`config.mk`:
```
export PLATFORM = sky130hd
export DESIGN_NAME = uart_word_packer
export DESIGN_NICKNAME = d
export VERILOG_FILES = /design/src/rtl/rsa_uart_pkg.sv /design/src/rtl/inter_byte_timer.sv /design/src/rtl/uart_word_packer.sv
export SDC_FILE = /design/constraint.sdc
export NUM_CORES = 1
export LEC_CHECK = 0
export ABC_AREA = 1
export CORE_MARGIN = 2
export CORE_UTILIZATION = 57
export CTS_BUF_LIST = sky130_fd_sc_hd__clkbuf_4
export CTS_CLUSTER_SIZE = 30
export DETAILED_ROUTE_END_ITERATION = 12
export PLACE_DENSITY = 0.86
export SETUP_SLACK_MARGIN = 0.5
export SLEW_MARGIN = 20
export SYNTH_ARGS = -nofsm -noshare
export SYNTH_HDL_FRONTEND = slang
export SYNTH_SLANG_ARGS = --single-unit
```
`constraint.sdc`:
```
create_clock -name clk -period 4.7 [get_ports clk]
set_input_delay 1.41 -clock clk [delete_from_list [all_inputs] [get_ports clk]]
set_output_delay 1.41 -clock clk [all_outputs]
set_load 0.05 [all_outputs]
```
`src/rtl/rsa_uart_pkg.sv`:
```
// Shared constants and FSM encoding for the UART receive path feeding the RSA core.
package rsa_uart_pkg;

    localparam int OVERSAMPLE        = 16;
    localparam int FRAME_BITS        = 10;
    localparam int NBYTES_DEF        = 4;
    // Two full frames of silence at the oversampling rate.
    localparam int TIMEOUT_TICKS_DEF = 2 * FRAME_BITS * OVERSAMPLE;

    typedef enum logic [1:0] {
        IDLE    = 2'd0,
        COLLECT = 2'd1,
        HOLD    = 2'd2
    } pk_state_e;

endpackage

```
`src/rtl/inter_byte_timer.sv`:
```
// Counts s_tick pulses since the last accepted byte; saturates at the limit.
module inter_byte_timer
    import rsa_uart_pkg::*;
#(
    parameter int TIMEOUT_TICKS = TIMEOUT_TICKS_DEF
) (
    input  logic clk,
    input  logic reset,
    input  logic clear,
    input  logic s_tick,
    output logic expired
);

    localparam int TW = $clog2(TIMEOUT_TICKS + 1);
    localparam logic [TW-1:0] LIMIT = TW'(TIMEOUT_TICKS);

    logic [TW-1:0] cnt;

    // Clear has priority so a byte arriving with a tick never times out.
    always_ff @(posedge clk or posedge reset) begin
        if (reset)
            cnt <= '0;
        else if (clear)
            cnt <= '0;
        else if (s_tick && cnt != LIMIT)
            cnt <= cnt + 1'b1;
    end

    assign expired = (cnt == LIMIT);

endmodule

```
`src/rtl/uart_word_packer.sv`:
```
// Packs received UART bytes big-endian into NBYTES-wide words with a valid/ready hold stage.
module uart_word_packer
    import rsa_uart_pkg::*;
#(
    parameter int NBYTES        = NBYTES_DEF,
    parameter int TIMEOUT_TICKS = TIMEOUT_TICKS_DEF
) (
    input  logic                clk,
    input  logic                reset,
    input  logic                s_tick,
    input  logic [7:0]          din,
    input  logic                rx_done_tick,
    output logic [8*NBYTES-1:0] word,
    output logic                word_valid,
    input  logic                word_ready,
    output logic                overrun,
    output logic                timeout_err
);

    localparam int W  = 8 * NBYTES;
    localparam int CW = $clog2(NBYTES + 1);
    localparam logic [CW-1:0] FULL = CW'(NBYTES);
    localparam pk_state_e FIRST_NEXT = (NBYTES == 1) ? HOLD : COLLECT;

    pk_state_e     state, state_n;
    logic [W-1:0]  word_n;
    logic [CW-1:0] count, count_n;
    logic          overrun_n, timeout_n;
    logic          tmr_clear, tmr_expired;

    inter_byte_timer #(
        .TIMEOUT_TICKS(TIMEOUT_TICKS)
    ) u_timer (
        .clk    (clk),
        .reset  (reset),
        .clear  (tmr_clear),
        .s_tick (s_tick),
        .expired(tmr_expired)
    );

    always_comb begin
        state_n   = state;
        word_n    = word;
        count_n   = count;
        overrun_n = 1'b0;
        timeout_n = 1'b0;
        tmr_clear = 1'b1;
        case (state)
            IDLE: begin
                if (rx_done_tick) begin
                    word_n      = '0;
                    word_n[7:0] = din;
                    count_n     = CW'(1);
                    state_n     = FIRST_NEXT;
                end
            end
            COLLECT: begin
                tmr_clear = rx_done_tick;
                if (rx_done_tick) begin
                    word_n      = word << 8;
                    word_n[7:0] = din;
                    count_n     = count + 1'b1;
                    if (count_n == FULL)
                        state_n = HOLD;
                end else if (tmr_expired) begin
                    word_n    = '0;
                    count_n   = '0;
                    state_n   = IDLE;
                    timeout_n = 1'b1;
                end
            end
            HOLD: begin
                if (word_ready) begin
                    // A byte landing on the handshake cycle starts the next word.
                    if (rx_done_tick) begin
                        word_n      = '0;
                        word_n[7:0] = din;
                        count_n     = CW'(1);
                        state_n     = FIRST_NEXT;
                    end else begin
                        count_n = '0;
                        state_n = IDLE;
                    end
                end else if (rx_done_tick) begin
                    overrun_n = 1'b1;
                end
            end
            default: state_n = IDLE;
        endcase
    end

    always_ff @(posedge clk or posedge reset) begin
        if (reset) begin
            state       <= IDLE;
            word        <= '0;
            count       <= '0;
            word_valid  <= 1'b0;
            overrun     <= 1'b0;
            timeout_err <= 1'b0;
        end else begin
            state       <= state_n;
            word        <= word_n;
            count       <= count_n;
            word_valid  <= (state_n == HOLD);
            overrun     <= overrun_n;
            timeout_err <= timeout_n;
        end
    end

endmodule
```
==> results of run 1 <==
==> cell type report <==
class	instances	share of cell area, %
Sequential cell	49	39.68
Multi-Input combinational cell	216	38.14
Timing Repair Buffer	47	15.22
Inverter	23	2.834
Tap cell	52	2.105
Clock buffer	5	1.215
Clock inverter	3	0.8097
==> per-stage QoR <==
step | worst slack, ns | instance area, sq um | instances | hold WS, ns | total power (uW)
finish | 1.499 | 3090 | 395 | 0.5010 | 1574
global route | 1.364 | 3090 | 395 | 0.5306 | 1663
CTS | 1.528 | 3089 | 395 | 0.5039 | 1584
detailed placement | 1.134 | 3027 | 387 | 0.4671 | 1373
global placement | 1.270 | 3027 | 387 | 0.4653 | 1357
floorplan | 2.117 | 2580 | 298 | 0.4746 | 1194
==> worst reg2reg max path: stages, from the launching register on <==
cell and delay (ns):
dfrtp_1 0.44, inv_1 0.13, ha_1 0.25, nand2_2 0.23
inv_2 0.19, nand2_4 0.08, nand2_4 0.67, nand2_1 0.21
o21ai_2 0.11
==> per-layer routing <==
layer,global-route usage (%),vias up,part of all wire (%)
met2,32.30,57,47
li1,-,1025,-
met1,27.44,897,46
met5,0,-,0
met3,3.376,7,5.7
met4,6.289,0,1.3
==> power by group through the flow <==
stage | combinational [uW] | clock (uW) | sequential (uW)
finish | 771 | 211 | 592
global route | 826 | 230 | 606
CTS | 775 | 216 | 592
detailed placement | 773 | 0 | 600
global placement | 756 | 0 | 601
floorplan | 364 | 0 | 830
==> Yosys cell counts (all sizes together) <==
cell type / instances / share of area, %
a22oi: 1 / 0.29
a21oi: 3 / 0.58
xor2: 3 / 1.0
inv: 23 / 3.3
o21ai: 41 / 13
nand2: 127 / 21
nor2: 22 / 3.6
dfrtp: 49 / 48
nor3b: 1 / 0.29
nand3: 10 / 1.9
ha: 8 / 3.9
buf: 9 / 3.3
clkbuf: 1 / 0.15
==> cell families (layout without fill, tap and decap cells) <==
logic type                 count (synthesis)  count (layout)  synth area share [%]
xor gates and xnor gates                   3               3                 1.019
and+or+nand+nor                          160             160                 27.30
DFF                                       49              49                 47.53
AOI/OAI and AO/OA                         45              45                 13.48
adders and majority gates                  8               8                 3.880
buffers and inverters                     33              78                 6.789
==> registers in the layout, summed over array words and instances (netlist names) <==
name	cells
word	32
u_timer.cnt	9
count	3
state	2
overrun	1
timeout_err	1
word_valid	1
==> how the worst max path moves through the flow <==
stage,endpoint,depth (start not counted),from
2_1_floorplan,count[0],1,reset
3_5_place_dp,word[28],8,rx_done_tick
6_report,word[28],8,rx_done_tick
5_1_grt,word[28],8,rx_done_tick
3_3_place_gp,word[28],8,rx_done_tick
4_1_cts,word[28],8,rx_done_tick
==> flow_metrics.tcl, run 1 <==
set metrics [dict create \
    clk_path_buf_depth 2 \
    grt_max_degree 65 \
    drv_slew 0 \
    overflow 0 \
    die_h_um 71.28 \
    routed_wl_um 4878 \
    power_density_nw_per_um2 509.5 \
    die_x_um 71.28 \
    wl_per_cell_um 12.35 \
    switchingPower_uw 773.9 \
    drv_cap 0 \
    hpwl_um 3416 \
    syn-cell-area_sq_um 2580 \
    clock_latency_ns 0.37 \
    grt_pass1_wl_um 8079 \
    cts_resized 0 \
    reg2reg_from "state[1]" \
    r2r_slack_ns 2.31 \
    finalHoldViolCount 0 \
    vias_per_cell 5.028 \
    yosys_warnings 0 \
    cpLargestDelayFamily "simple AND/OR/NAND/NOR gates" \
    syn_nets 319 \
    p_sw_share_pct 49.15 \
    p_int_uw 800.6 \
    worstPathMaxFanout 64 \
    fmax_mhz 312.4 \
    multiInputGateArea_sq_um 1179 \
    drt-initial-drc-count 201 \
    crit_type "primary input to flip-flop" \
    synth_seq_cells 49 \
    path_clk_slew_ns 0.16 \
    layout-drive-gt1-share_pct 20.70 \
    core-area_sq_um 4354 \
    holdPathEnd "word[25]" \
    r2r-end "word[28]" \
    setup_viol 0 \
    finalClockSkew_ns 0.008955 \
    final_core_util_pct 70.98 \
    areaGrowthSynthToFinish_pct 19.79 \
    cp.required_ns 5.00 \
    ys_seq_area_share_pct 47.53 \
    syn_area_per_cell_sq_um 8.658 \
    clock_sinks 49 \
    cts_tree "yes" \
    fin_crit_sh_pct 68.10 \
    synth_cells 298 \
    combPwrFrac_pct 49.0 \
    worstSetupStartpointType "primary input" \
    tightest_slew_ns 0.9107 \
    hold_depth 2 \
    diodes 0 \
    regArea_sq_um 1226 \
    cts_buffers 5 \
    io_pins 48 \
    dr.pass1.iters 4 \
    post-cts-setup-buffers 0 \
    crit_chain "clkdlybuf4s50_1 -> inv_2 -> nand2_2 -> inv_2 -> nand2_4 -> nand2_4 -> nand2_1 -> o21ai_2" \
    start_util_pct 59.25 \
    drc 0 \
    hp-class "flip-flop to flip-flop" \
    crit_buf_inv 3 \
    hp-start "word[25]" \
    max-slew-margin-rel_pct 39.23 \
    setup-tns-final_ns 0 \
    final_common_cell "nand2_1" \
    end_kind "flip-flop" \
    power.ir.vdd_worst_v 0.0003495 \
    rsz0062_at_grt "no" \
    first_global_vias 1800 \
    critPathSlowestCell "nand2_4" \
    grt_usage_pct 19.84 \
    rows 24 \
    r2r_cells 8 \
    antenna_found_initial 0 \
    nNetsFinal 363 \
    clkPwrFrac_pct 13.4 \
    worstPathArrival_ns 3.50 \
    die_area_sq_um 5080 \
    status "completed" \
    cp_slowest_stage_delay_ns 0.66 \
    num-fill-cells 339 \
    cts_hold_buf 0 \
    antenna_left 0 \
    power_frac_seq_pct 37.6 \
    fin_crit_ns 3.201 \
    via_count 1986 \
    io_buffers 47 \
    gp_congestion 0.8718 \
    htreeDepth 2 \
    cts_root_buf "clkbuf_4" \
    layout_common_cells "nand2_1, dfrtp_1, clkdlybuf4s50_1" \
    leakage_uw 0.001426 \
    ys_types 22 \
]
Note: power is estimated with default switching activity, not from simulation.
==> run 2, diff against run 1 <==
--- a/config.mk
+++ b/config.mk
@@ -7,11 +7,11 @@
 export LEC_CHECK = 0
 export ABC_AREA = 1
 export CORE_MARGIN = 2
-export CORE_UTILIZATION = 57
+export CORE_UTILIZATION = 49
 export CTS_BUF_LIST = sky130_fd_sc_hd__clkbuf_4
 export CTS_CLUSTER_SIZE = 30
 export DETAILED_ROUTE_END_ITERATION = 12
-export PLACE_DENSITY = 0.86
+export PLACE_DENSITY = 0.79
 export SETUP_SLACK_MARGIN = 0.5
 export SLEW_MARGIN = 20
 export SYNTH_ARGS = -nofsm -noshare
==> constraint.sdc (replaced) <==
create_clock -name clk -period 2.9 [get_ports clk]
set_input_delay 0.87 -clock clk [delete_from_list [all_inputs] [get_ports clk]]
set_output_delay 0.87 -clock clk [all_outputs]
set_load 0.05 [all_outputs]
==> flow_metrics.tcl, run 2 (synthesis results as in run 1) <==
set metrics [dict create \
    status "completed" \
    drv_cap 0 \
    layout_common_cells "nand2_1, dfrtp_1, dlygate4sd2_1" \
    start_util_pct 50.51 \
    finalClockSkew_ns 0.01774 \
    io_buffers 47 \
    power.ir.vdd_worst_v 0.0003109 \
    rsz0062_at_grt "no" \
    largest_register_ffs 32 \
    antenna_found_initial 0 \
    cp_num_cells 1 \
    path_clk_slew_ns 0.16 \
    crit_chain "dlygate4sd2_1" \
    finalHoldViolCount 0 \
    leakage_uw 0.001625 \
    hp-class "flip-flop to flip-flop" \
    cts_tree "yes" \
    core-area_sq_um 5107 \
    drt-initial-drc-count 202 \
    cts_root_buf "clkbuf_4" \
    grt_pass1_wl_um 8666 \
    wl_per_cell_um 12.00 \
    via_count 2026 \
    fin_crit_sh_pct 77.19 \
    end_kind "primary output" \
    gp_congestion 0.9334 \
    critPathSlowestCell "dlygate4sd2_1" \
    r2r_slack_ns 0.97 \
    setup_viol 0 \
    dp_slack_ns 0.3672 \
    clock_sinks 49 \
    post-cts-setup-buffers 0 \
    multiInputGateArea_sq_um 1179 \
    tightest_slew_ns 0.5938 \
    cp.required_ns 2.03 \
    cpLargestDelayFamily "buffers and inverters" \
    dr.pass1.iters 5 \
    reg2reg_from "state[0]" \
    cts_buffers 5 \
    areaGrowthSynthToFinish_pct 21.58 \
    top_register "word" \
    drv_slew 0 \
    finalWorstSetupSlack_ns 0.6615 \
    overflow 0 \
    crit_type "flip-flop to primary output" \
    grt_usage_pct 18.31 \
    r2r_cells 9 \
    worstPathMaxFanout 3 \
    die_x_um 76.56 \
    fin_crit_ns 2.238 \
    endpoint "word[17]" \
    r2r-end "word[1]" \
    htreeDepth 2 \
    routed_wl_um 5041 \
    drc 0 \
    io_pins 48 \
    first_global_vias 1920 \
    worstSetupStartpointType "flip-flop" \
    setup-tns-final_ns 0 \
    hpwl_um 3743 \
    largestRegisters "word x32, u_timer.cnt x9, count x3" \
    crit_buf_inv 1 \
    fmax_mhz 446.7 \
    die_h_um 76.56 \
    nNetsFinal 370 \
    clk_path_buf_depth 2 \
    regArea_sq_um 1226 \
    antenna_left 0 \
    layout-drive-gt1-share_pct 22.29 \
    rows 26 \
    power_density_nw_per_um2 806.6 \
    clock_latency_ns 0.38 \
    vias_per_cell 4.824 \
    diodes 0 \
    grt_max_degree 50 \
    cp_slowest_stage_delay_ns 0.55 \
    max-slew-margin-rel_pct 60.41 \
    final_common_cell "nand2_1" \
    die_area_sq_um 5861 \
    num-fill-cells 469 \
    critical_path.startpoint "word[17]" \
    worstPathArrival_ns 1.37 \
    cts_hold_buf 0 \
]
run 2: cell type report:
type	count	share of cell area [%]
Clock buffer	5	1.197
Clock inverter	3	0.7978
Inverter	23	2.752
Multi-Input combinational cell	216	37.57
Sequential cell	49	39.09
Tap cell	70	2.792
Timing Repair Buffer	54	15.80
run 2: worst min path at each step:
stage / cells past startpoint / slack [ns] / start / to
floorplan: 2 / 0.47 / count[2] / count[2]
global placement: 2 / 0.47 / word[25] / word[25]
detailed placement: 2 / 0.47 / word[24] / word[24]
CTS: 2 / 0.50 / word[24] / word[24]
global route: 2 / 0.53 / word[24] / word[24]
finish: 2 / 0.49 / word[24] / word[24]
run 2: power by group:
group	switching, uW	internal [uW]	leakage, uW
Combinational	894	343	0.000928
Sequential	133	823	0.000664
Clock	235	101	0.0000322
Total	1260	1270	0.00162
run 2: timing repair:
action	in CTS	in global routing
setup endpoints to repair	34	1
resized for setup	34	1
gates cloned	0	0
hold endpoints to repair	0	0
run 2: metrics by stage:
step / instance area, sq um / cells / hold WS [ns] / power (uW) / utilization [%]
final: 3137 / 420 / 0.4903 / 2530 / 61.42
after global routing: 3137 / 420 / 0.5314 / 2696 / 61.42
after CTS: 3134 / 420 / 0.4976 / 2549 / 61.37
after detailed placement: 3114 / 412 / 0.4691 / 2293 / 60.98
after global placement: 3114 / 412 / 0.4675 / 2271 / 60.98
after floorplan: 2580 / 298 / 0.4746 / 1936 / -
run 2: metal layers:
metal / global-route usage, % / share of wire [%] / up-vias
li1: - / - / 1031
met1: 22.65 / 45 / 931
met2: 31.15 / 49 / 57
met3: 5.095 / 4.6 / 7
met4: 5.636 / 1.6 / 0
met5: 0 / 0 / -
==> run 3, diff against run 2 <==
==> constraint.sdc (replaced) <==
create_clock -name clk -period 1.8 [get_ports clk]
set_input_delay 0.54 -clock clk [delete_from_list [all_inputs] [get_ports clk]]
set_output_delay 0.54 -clock clk [all_outputs]
set_load 0.05 [all_outputs]
==> flow_metrics.tcl, run 3 (synthesis results as in run 1) <==
set metrics [dict create \
    nNetsFinal 439 \
    route.met2.wl_um 4857 \
    cts_hold_buf 0 \
    clkPwrFrac_pct 10.9 \
    areaGrowthSynthToFinish_pct 72.74 \
    final_core_util_pct 87.26 \
    crit_chain "inv_2 -> ha_4 -> nand2_4 -> o21ai_4 -> nor2_4 -> nand2_8 -> buf_12 -> nand2_1 -> o21ai_2" \
    drv_cap 0 \
    rsz0062_at_grt "yes" \
    worstSetupStartpointType "flip-flop" \
    setup_viol 0 \
    worstPathMaxFanout 6 \
    worstPathArrival_ns 1.97 \
    drv_slew 0 \
    end_kind "flip-flop" \
    largestRegisters "word x32, u_timer.cnt x9, count x3" \
    die_x_um 76.56 \
    status "completed" \
    htreeDepth 2 \
    start_util_pct 50.51 \
    hpwl_um 4001 \
    path_clk_slew_ns 0.15 \
    largest_register_ffs 32 \
    grt_pass1_wl_um 13230 \
    vias_per_cell 5.491 \
    cp.required_ns 2.07 \
    drc 0 \
    io_pins 48 \
    holdWs_ns 0.4341 \
    finalClockSkew_ns 0.01996 \
    first_global_vias 2681 \
    p_sw_share_pct 43.74 \
    top_register "word" \
    via_count 2685 \
    rows 26 \
    switchingPower_uw 2783 \
    gp_congestion 0.9313 \
    antenna_found_initial 0 \
    crit_type "flip-flop to flip-flop" \
    finalHoldViolCount 0 \
    cp_num_cells 9 \
    cpLargestDelayFamily "simple AND/OR/NAND/NOR gates" \
    die_area_sq_um 5861 \
    r2r_cells 9 \
    hp-class "primary input to asynchronous set/reset pin" \
    die_h_um 76.56 \
    clock_sinks 49 \
    clock_latency_ns 0.39 \
    antenna_left 0 \
    dr_wl_met3_um 498 \
    clk_path_buf_depth 2 \
    power.ir.vdd_worst_v 0.0009892 \
    overflow 0 \
    p_int_uw 3580 \
    max-slew-margin-rel_pct 74.67 \
    fin_crit_sh_pct 94.14 \
    drt-initial-drc-count 235 \
    combPwrFrac_pct 63.7 \
    cts_root_buf "clkbuf_4" \
    leakage_uw 0.002099 \
    io_buffers 47 \
    routed_wl_um 9350 \
    cts_buffers 5 \
    grt_usage_pct 29.12 \
    diodes 0 \
    final_common_cell "nand2_1" \
    grt_max_degree 25 \
    crit_buf_inv 2 \
    top_layer_used "met4" \
    critPathSlowestCell "dfrtp_1" \
    cp_slowest_stage_delay_ns 0.47 \
    cts_tree "yes" \
    dr.pass1.iters 7 \
    tightest_slew_ns 0.3799 \
    core-area_sq_um 5107 \
    layout-drive-gt1-share_pct 57.04 \
    fmax_mhz 590.1 \
    wl_met1_um 3513 \
    fin_crit_ns 1.695 \
    layout_common_cells "nand2_1, buf_4, dfrtp_1" \
    power_density_nw_per_um2 1428 \
    wl_per_cell_um 19.12 \
    power_frac_seq_pct 25.4 \
]
run 3: cell types whose count changed in the layout (fill, tap and decap cells not counted), sizes merged:
| cell | delta |
|---|---|
| inv | -4 |
| buf | +102 |
| nand2 | +1 |
| bufinv | +1 |
| clkdlybuf4s50 | -2 |
| clkbuf | +2 |
| dlymetal6s2s | -1 |
| dlygate4sd2 | -32 |
| clkinv | +2 |
run 3: per-stage QoR:
| stage | power (uW) | setup WS [ns] | instance area [sq um] | instances | TNS (ns) |
|---|---|---|---|---|---|
| after global routing | 6568 | 0.1116 | 4457 | 489 | 0 |
| final | 6363 | 0.1055 | 4457 | 489 | 0 |
| after global placement | 4383 | -0.1250 | 3533 | 422 | -4.014 |
| after CTS | 5811 | 0.2672 | 4207 | 474 | 0 |
| after floorplan | 3187 | 0.3860 | 2635 | 298 | 0 |
| after detailed placement | 4444 | -0.1767 | 3533 | 422 | -5.832 |
run 3: final cells by class:
class | instances | area [sq um]
timing repair buffer | 122 | 1485
multi-input combinational | 217 | 1471
clock inverter | 2 | 33.78
clock buffer | 6 | 45.04
sequential | 49 | 1234
inverter | 23 | 100.1
tap | 70 | 87.58
fill | 222 | 650.6
run 3: per-layer routing:
layer  global-route usage, %  vias up
met5                       0        -
li1                        -     1170
met3                   6.161       42
met4                   16.73        0
met1                   33.28     1324
met2                   50.35      149
run 3: path summary, 6_finish.rpt:
kind                            start        to  slack (ns)
setup / recovery             state[0]  word[23]        0.11
hold / removal                  reset  state[0]        0.43
setup reg to reg             state[0]  word[23]        0.11
hold reg to reg              word[27]  word[27]        0.53
max in group asynchronous       reset   word[9]        0.95
min in group clk           word_ready   overrun        0.50
run 3: worst register-to-register path, delay by kind of cell, from the launching register on:
kind / cells / cell delay [ns]
AOI/OAI and AO/OA: 2 / 0.17
adders and majority gates: 1 / 0.19
buffers and inverters: 2 / 0.26
DFF: 1 / 0.47
and+or+nand+nor: 4 / 0.49
run 3: power by group through the flow:
stage / Sequential (uW) / Combinational [uW] / Clock [uW]
3_3_place_gp: 1660 / 2720 / 0
4_1_cts: 1570 / 3580 / 666
2_1_floorplan: 2170 / 1020 / 0
5_1_grt: 1630 / 4210 / 734
3_5_place_dp: 1660 / 2780 / 0
6_report: 1620 / 4050 / 694
run 3: timing repair:
action                                 CTS  global route
pin swaps                               12            11
setup endpoints to repair               83            82
buffers inserted                        42            14
cloned                                   2             1
endpoints found under the hold margin    0             0
resized for setup                       73            27
